`src/rtl/uart_tx_arbiter_pkg.sv`:
```
// uart_tx_arbiter_pkg: shared types and sizing helpers for the UART transmit arbiter.
package uart_tx_arbiter_pkg;

   localparam int DATA_WIDTH = 8;

   typedef enum logic [1:0] {IDLE, START, SEND, RELEASE} state_t;

   // Width of a counter that must reach limit-1; never narrower than one bit.
   function automatic int cnt_width(input int limit);
      return (limit > 1) ? $clog2(limit) : 1;
   endfunction

endpackage

```
`src/rtl/uart_tx_arbiter_rr_picker.sv`:
```
// rr_picker: round-robin winner select, first valid index at or after ptr, wrapping.
module rr_picker #(
   parameter int NUM_REQ = 3,
   localparam int W = $clog2(NUM_REQ)
) (
   input  logic [NUM_REQ-1:0] valid,
   input  logic [W-1:0]       ptr,
   output logic               any_valid,
   output logic [W-1:0]       winner
);

   logic [2*NUM_REQ-1:0] dbl;

   // Scan the doubled vector from the far end so the nearest hit to ptr lands last.
   always_comb begin
      dbl = {valid, valid};
      any_valid = |valid;
      winner = '0;
      for (int i = NUM_REQ - 1; i >= 0; i--)
         if (dbl[int'(ptr) + i]) winner = W'((int'(ptr) + i) % NUM_REQ);
   end

endmodule

```
`src/rtl/uart_tx_arbiter.sv`:
```
// uart_tx_arbiter: round-robin sharing of one UART transmitter with a go/bsy handshake.
module uart_tx_arbiter
   import uart_tx_arbiter_pkg::*;
#(
   parameter int NUM_REQ = 3,
   parameter int BSY_TIMEOUT = 16,
   localparam int W = $clog2(NUM_REQ)
) (
   input  logic                           clk,
   input  logic                           rst,
   input  logic [NUM_REQ-1:0]             req_valid,
   input  logic [NUM_REQ*DATA_WIDTH-1:0]  req_data,
   output logic [NUM_REQ-1:0]             req_ack,
   output logic [DATA_WIDTH-1:0]          uart_data,
   output logic                           uart_go,
   input  logic                           uart_bsy,
   output logic                           busy,
   output logic [W-1:0]                   grant_idx,
   output logic                           timeout_err
);

   localparam int CW = cnt_width(BSY_TIMEOUT);
   localparam logic [CW-1:0] CNT_LAST = CW'(BSY_TIMEOUT - 1);

   state_t state, state_n;
   logic [W-1:0] ptr, winner;
   logic any_valid, grant, bsy_expired;
   logic [CW-1:0] cnt;

   rr_picker #(.NUM_REQ(NUM_REQ)) u_picker (
      .valid(req_valid),
      .ptr(ptr),
      .any_valid(any_valid),
      .winner(winner)
   );

   assign grant = state == IDLE && any_valid;
   assign bsy_expired = state == START && !uart_bsy && cnt == CNT_LAST;

   always_comb begin
      state_n = state;
      case (state)
         IDLE:    state_n = any_valid ? START : IDLE;
         START:   state_n = uart_bsy ? SEND : bsy_expired ? RELEASE : START;
         SEND:    state_n = uart_bsy ? SEND : RELEASE;
         default: state_n = IDLE;
      endcase
      uart_go = state == START || state == SEND;
      busy = state != IDLE;
   end

   always_ff @(posedge clk) begin
      if (rst) begin
         state <= IDLE;
         ptr <= '0;
         cnt <= '0;
         req_ack <= '0;
         uart_data <= '0;
         grant_idx <= '0;
         timeout_err <= 1'b0;
      end else begin
         state <= state_n;
         cnt <= state == START ? cnt + 1'b1 : '0;
         req_ack <= grant ? NUM_REQ'(1) << winner : '0;
         if (bsy_expired) timeout_err <= 1'b1;
         if (grant) begin
            uart_data <= req_data[DATA_WIDTH*winner +: DATA_WIDTH];
            grant_idx <= winner;
            ptr <= winner == W'(NUM_REQ - 1) ? '0 : winner + 1'b1;
         end
      end
   end

endmodule

```
`config.mk`:
```
export PLATFORM = sky130hd
export DESIGN_NAME = uart_tx_arbiter
export DESIGN_NICKNAME = d
export VERILOG_FILES = /design/src/rtl/uart_tx_arbiter_pkg.sv /design/src/rtl/uart_tx_arbiter_rr_picker.sv /design/src/rtl/uart_tx_arbiter.sv
export SDC_FILE = /design/constraint.sdc
export NUM_CORES = 1
export LEC_CHECK = 0
export CAP_MARGIN = 0
export CORE_MARGIN = 2
export CORE_UTILIZATION = 41
export DETAILED_ROUTE_END_ITERATION = 16
export MAX_ROUTING_LAYER = met4
export PLACE_DENSITY = 0.75
export SYNTH_ARGS = -nofsm -noshare
export SYNTH_HDL_FRONTEND = slang
export SYNTH_SLANG_ARGS = --single-unit
```
`constraint.sdc`:
```
create_clock -name clk -period 2.5 [get_ports clk]
set_input_delay 0.375 -clock clk [delete_from_list [all_inputs] [get_ports clk]]
set_output_delay 0.375 -clock clk [all_outputs]
set_load 0.02 [all_outputs]
```
==> reports/summary.txt, run 1 <==
Crit path kind: register to register
Port Buffers: 45
Vias/cell: 5.80
WHS Path Cells: 1
Seq cells post-synth: 22
Setup_tns: 0 ns
Sequential share of the synthesized area: 30.7%
Crit path required time: 2.70 ns
Die X: 63.2 um
Commonest non-fill, non-tap cell in the layout: clkdlybuf4s50_1
Fin util: 60.4%
Post-synthesis cell area: 1440 um2
Starting Density: 42.7%
Synth cell types: 40
Crit path time final: 2.34 ns
DPL Wire Length: 2970 um
Pre-CTS setup slack: -0.130 ns
Net Sw Frac: 42.7%
Syn Nets: 206
Final-report max-slew violation count: 0
Ratio of cells with drive above 1 in the final layout: 11.9%
F_max: 427 MHz
Ports: 46
Row count: 21
Placer Congestion: 0.839
Worst Setup End Kind: register
Mapped Avg Cell Area: 8.55 um2
Worst setup margin: 0.161 ns
NetSw: 0.838 mW
NumNets Final: 258
CTS tree: built
Clk pin slew, worst setup/hold paths: 0.13 ns
PnR Total Power: 1.96 mW
RSZ-0062 raised after global routing: false
Wire per inst: 14.7 um
Worst R2R Start: ptr[1]
Power per cell area: 967 nW/um2
Antenna viol nets, final: 0
Vias in the first global route: 1478
Fin crit share: 93.6%
Area of the multi-input gates: 917 um2
Clock buffer count from CTS: 3
DR DRC count: 0
Final wirelength: 3900 um
Hold endpoint: cnt[0]
Pin count of the biggest net entering global routing: 23
Antenna violations before repair: 0
Lkg Pwr: 0.803 nW
Fin. Hold Viols: 0
Worst slew pin tran: 0.775 ns
Die ar.: 3990 um2
Ant diodes: 0
Max-cap violations: 0
Comb power frac: 60.8%
Final setup violation count: 0
Htree depth: 1
Non-Filler Instances: 265
Worst hold path class: register to register
Startpoint types: register
Die Ht: 63.2 um
Post-CTS setup buffer count: 0
Fillers: 322
# clock sinks: 22
Storage cell area: 440 um2
R2r worst-path depth: 8
First-pass GRT wire length: 6640 um
Worst Skew: 0.00352 ns
FF-to-FF End: uart_data[6]
Syn-to-layout area delta: 41.4%
Placed cell count: 261
CP Max Fanout: 9
Worst Path Arrival: 2.54 ns
Via count of the routed design: 1536
Yosys Warn Count: 0
Int Power: 1.13 mW
Post-synthesis instance total: 168
R2r setup slk: 0.16 ns
VDD IR-drop max: 0.472 mV
Root Buffer: clkbuf_4
Clock share of power: 14.1%
Max-slew headroom: 48.2%
Clock buffer depth: 2
Core box area: 3360 um2
Outcome: finished, final reports clean
DRT iter0 DRCs: 88
Initial DRT Pass Iterations: 5
Reg power frac: 25.1%
Most frequent cells in the layout: clkdlybuf4s50_1, dfxtp_1, and2_1
Cts hold-fix bufs: 0
Hold_sp: cnt[0]
Tot GR Track Use: 20.7%
Skew-Pair Late Insertion Delay: 0.31 ns
GR Overflow Total: 0
[cell type report]
type | instances | area share (%)
Sequential cell | 22 | 21.7
Multi-Input combinational cell | 129 | 45.2
Clock inverter | 1 | 1.48
Clock buffer | 3 | 1.11
Tap cell | 46 | 2.83
Timing Repair Buffer | 56 | 26.2
Inverter | 8 | 1.48
[power by group through the flow]
stage	combinational, mW	clock, mW	sequential [mW]
floorplan	0.695	0	0.574
global placement	1.14	0	0.495
detailed placement	1.17	0	0.499
CTS	1.18	0.282	0.492
global route	1.28	0.292	0.502
finish	1.19	0.277	0.492
[cell families (layout without fill, tap and decap cells)]
kind of cell               count (synthesis)  count (layout)  share of synthesized area (%)
and+or+nand+nor                           66              66                           23.4
AOI/OAI and AO/OA                         42              42                           22.6
DFF                                       22              22                           30.7
buffers and inverters                     17              68                           5.66
muxes                                     11              11                           9.49
adders and majority gates                  8               8                           6.97
xor gates and xnor gates                   2               2                           1.22
[cell usage after synthesis]
cell / count / area share, %
mux2i_4: 1 / 1.6
buf_2: 2 / 0.70
or3_1: 2 / 0.87
a21o_4: 1 / 1.0
and2_1: 15 / 6.5
o31ai_1: 1 / 0.52
o21bai_1: 2 / 1.0
buf_6: 2 / 1.6
nor4_1: 1 / 0.44
xor2_1: 1 / 0.61
o21ai_0: 2 / 0.70
a21o_1: 1 / 0.52
dfxtp_1: 22 / 31
inv_1: 8 / 2.1
a41oi_1: 2 / 1.2
nand4_1: 8 / 3.5
a31oi_1: 7 / 3.0
nor2_1: 12 / 3.1
a21oi_1: 4 / 1.4
o32a_1: 1 / 0.70
ha_1: 8 / 7.0
mux2_1: 1 / 0.78
clkbuf_1: 5 / 1.3
nand3b_1: 1 / 0.52
mux2i_1: 5 / 3.5
a21oi_2: 1 / 0.61
mux2_4: 2 / 2.1
a211oi_1: 9 / 4.7
nand2_1: 14 / 3.7
o41ai_1: 1 / 0.61
xnor2_1: 1 / 0.61
nor3_1: 2 / 0.70
nor2b_1: 1 / 0.44
o31ai_2: 1 / 0.87
mux2_2: 2 / 1.6
o2111ai_1: 7 / 4.3
nand2b_1: 2 / 0.87
a31o_2: 1 / 0.61
a21bo_2: 1 / 0.70
nand3_1: 8 / 2.8
[what timing repair did]
action | CTS | global route
setup endpoints to repair | 0 | 4
resized for setup | 0 | 1
endpoints found under the hold margin | 0 | 0
[flip-flops by register name, indices dropped and copies added (netlist names)]
signal       count
req_ack          3
cnt              4
state            2
grant_idx        2
uart_data        8
ptr              2
timeout_err      1
[metrics by stage]
step | hold slack [ns] | instance area (um2)
finish | 0.463 | 2030
global route | 0.480 | 2030
CTS | 0.467 | 2030
global placement | 0.431 | 1980
detailed placement | 0.449 | 1980
floorplan | 0.418 | 1440
[layer usage]
| layer | GRT usage, % | part of all wire, % | vias up |
|---|---|---|---|
| met5 | - | 0 | - |
| met3 | 3.93 | 7.4 | 12 |
| met4 | 5.98 | 1.7 | 0 |
| met2 | 35.8 | 47 | 89 |
| met1 | 24.6 | 44 | 712 |
| li1 | - | - | 723 |
[worst max-delay path, stage by stage, from the launching register on]
cell and delay (ns):
dfxtp_1 0.45, ha_1 0.34, mux2i_1 0.15, or3_1 0.36
a21bo_2 0.26, a21o_1 0.19, buf_4 0.17, a31oi_1 0.21
nand3_1 0.10
[worst max-delay path by stage]
| stage | start | endpoint | slack, ns | depth (start not counted) |
|---|---|---|---|---|
| 4_1_cts | ptr[0] | uart_data[6] | 0.18 | 9 |
| 5_1_grt | ptr[0] | uart_data[6] | 0.09 | 9 |
| 6_report | ptr[1] | uart_data[6] | 0.16 | 8 |
| 3_3_place_gp | req_valid[2] | uart_data[2] | 0.008 | 7 |
| 3_5_place_dp | req_valid[2] | uart_data[2] | -0.13 | 7 |
| 2_1_floorplan | ptr[0] | uart_data[0] | 0.14 | 11 |
No activity file was read; power rests on OpenSTA's default activity.
==> inputs of run 2 (changes only) <==
- CAP_MARGIN: 0 -> not set
==> results of run 2 <==
Same layout as run 1: the final DEF is identical, and so are final timing and power.
==> inputs of run 3 (changes only) <==
- CELL_PAD_IN_SITES_DETAIL_PLACEMENT: not set -> 0
- CELL_PAD_IN_SITES_GLOBAL_PLACEMENT: not set -> 1
- CORE_UTILIZATION: 41 -> 30
- PLACE_DENSITY: 0.75 -> not set
- PLACE_DENSITY_LB_ADDON: not set -> 0.1
- REMOVE_ABC_BUFFERS: not set -> 1
==> run 3 against run 2 <==
Against the previous run:
- fmax grew 2.5%
- count of clock-buffer cells in the layout unchanged
- setup slack better by 0.057 ns
- combinational power about the same
- clock power increased by 19%
- clock skew grew 0.0025 ns
- largest power group unchanged
==> reports/summary.txt, run 3 (synthesis gave the netlist of run 1 again) <==
CP top delay family: compound AO/OA/AOI/OAI gates
Via count of the routed design: 1435
Final setup violation count: 0
Crit path kind: register to register
Initial DRT Pass Iterations: 4
Pin count of the biggest net entering global routing: 23
DR DRC count: 0
Pre-CTS setup slack: 0.0304 ns
Antenna viol nets, final: 0
Root Buffer: clkbuf_8
R2r worst-path depth: 9
Vias in the first global route: 1360
Setup_tns: 0 ns
Biggest register: uart_data
CP Max Fanout: 14
CP Buf/Inv Count: 2
Clock buffer count from CTS: 3
Cts hold-fix bufs: 0
Clock buffer depth: 2
Worst path depth: 9
Worst Path Arrival: 2.43 ns
Ratio of cells with drive above 1 in the final layout: 10.6%
NumNets Final: 256
Critical Path Max Stage Delay: 0.38 ns
Vias/cell: 5.30
Post-CTS setup buffer count: 0
Commonest non-fill, non-tap cell in the layout: clkdlybuf4s50_1
Die Ht: 73.2 um
Ant diodes: 0
DRT iter0 DRCs: 38
Final wirelength: 3940 um
Outcome: finished, final reports clean
Most frequent cells in the layout: clkdlybuf4s50_1, dfxtp_1, and2_1
Syn-to-layout area delta: 43.0%
Worst Setup End Kind: register
Top Registers: uart_data: 8 flops, cnt: 4 flops, req_ack: 3 flops
WHS Path Cells: 1
Max-slew headroom: 62.5%
CTS resizes: 0
Max-cap violations: 0
F_max: 438 MHz
Worst Skew: 0.00606 ns
Htree depth: 1
Clk pin slew, worst setup/hold paths: 0.08 ns
Worst hold path class: register to register
CTS tree: built
Fin crit share: 91.3%
Die ar.: 5360 um2
Row count: 25
Final-report max-slew violation count: 0
Core box area: 4660 um2
Crit path time final: 2.28 ns
VDD IR-drop max: 0.353 mV
Startpoint types: register
Placer Congestion: 0.814
Max reg flops: 8
Skew-Pair Late Insertion Delay: 0.26 ns
Crit path cell chain: inv_1, ha_1, mux2i_1, or3_1, a21bo_2, a21o_1, buf_12, a31oi_1, nand3_1
Wire per inst: 14.5 um
First-pass GRT wire length: 6450 um
Lkg Pwr: 0.808 nW
Critical-path top delay cell: ha_1
Fin. Hold Viols: 0
Crit path required time: 2.65 ns
# clock sinks: 22
Ports: 46
Fin util: 44.1%
Starting Density: 30.8%
Tot GR Track Use: 15.7%
Port Buffers: 45
DPL Wire Length: 2910 um
Worst setup margin: 0.218 ns
RSZ-0062 raised after global routing: false
Power per cell area: 985 nW/um2
GR Overflow Total: 0
Antenna violations before repair: 0
Die X: 73.2 um
Worst slew pin tran: 0.560 ns
## run 3: power by group
group	internal, mW	total, mW	switching [mW]
Sequential	0.440	0.489	0.0490
Combinational	0.531	1.21	0.674
Clock	0.214	0.330	0.116
## run 3: final cells by class
class | instances | area [um2]
clock buffer | 3 | 41.3
clock inverter | 1 | 30.0
fill | 466 | 2610
sequential | 22 | 440
inverter | 8 | 30.0
tap | 54 | 67.6
timing repair buffer | 54 | 531
multi-input combinational | 129 | 915
## run 3: path summary, 6_finish.rpt
path	start	end	slack (ns)
max	ptr[0]	uart_data[1]	0.22
min	cnt[0]	cnt[0]	0.45
max reg2reg	ptr[0]	uart_data[1]	0.22
min reg2reg	cnt[0]	cnt[0]	0.45
## run 3: layer usage
| layer | vias up | wire length (um) | GRT usage [%] |
|---|---|---|---|
| met2 | 42 | 1800 | 24.0 |
| li1 | 722 | - | - |
| met1 | 667 | 1860 | 20.6 |
| met5 | - | 0 | - |
| met3 | 4 | 230 | 3.04 |
| met4 | 0 | 46 | 5.14 |
## run 3: stage by stage
step	cells	hold slack [ns]	total power, mW	area [um2]
floorplan	159	0.418	1.20	1390
global placement	267	0.429	1.68	1980
detailed placement	267	0.445	1.70	1980
CTS	271	0.458	2.04	2050
global route	271	0.485	2.17	2050
finish	271	0.453	2.02	2050
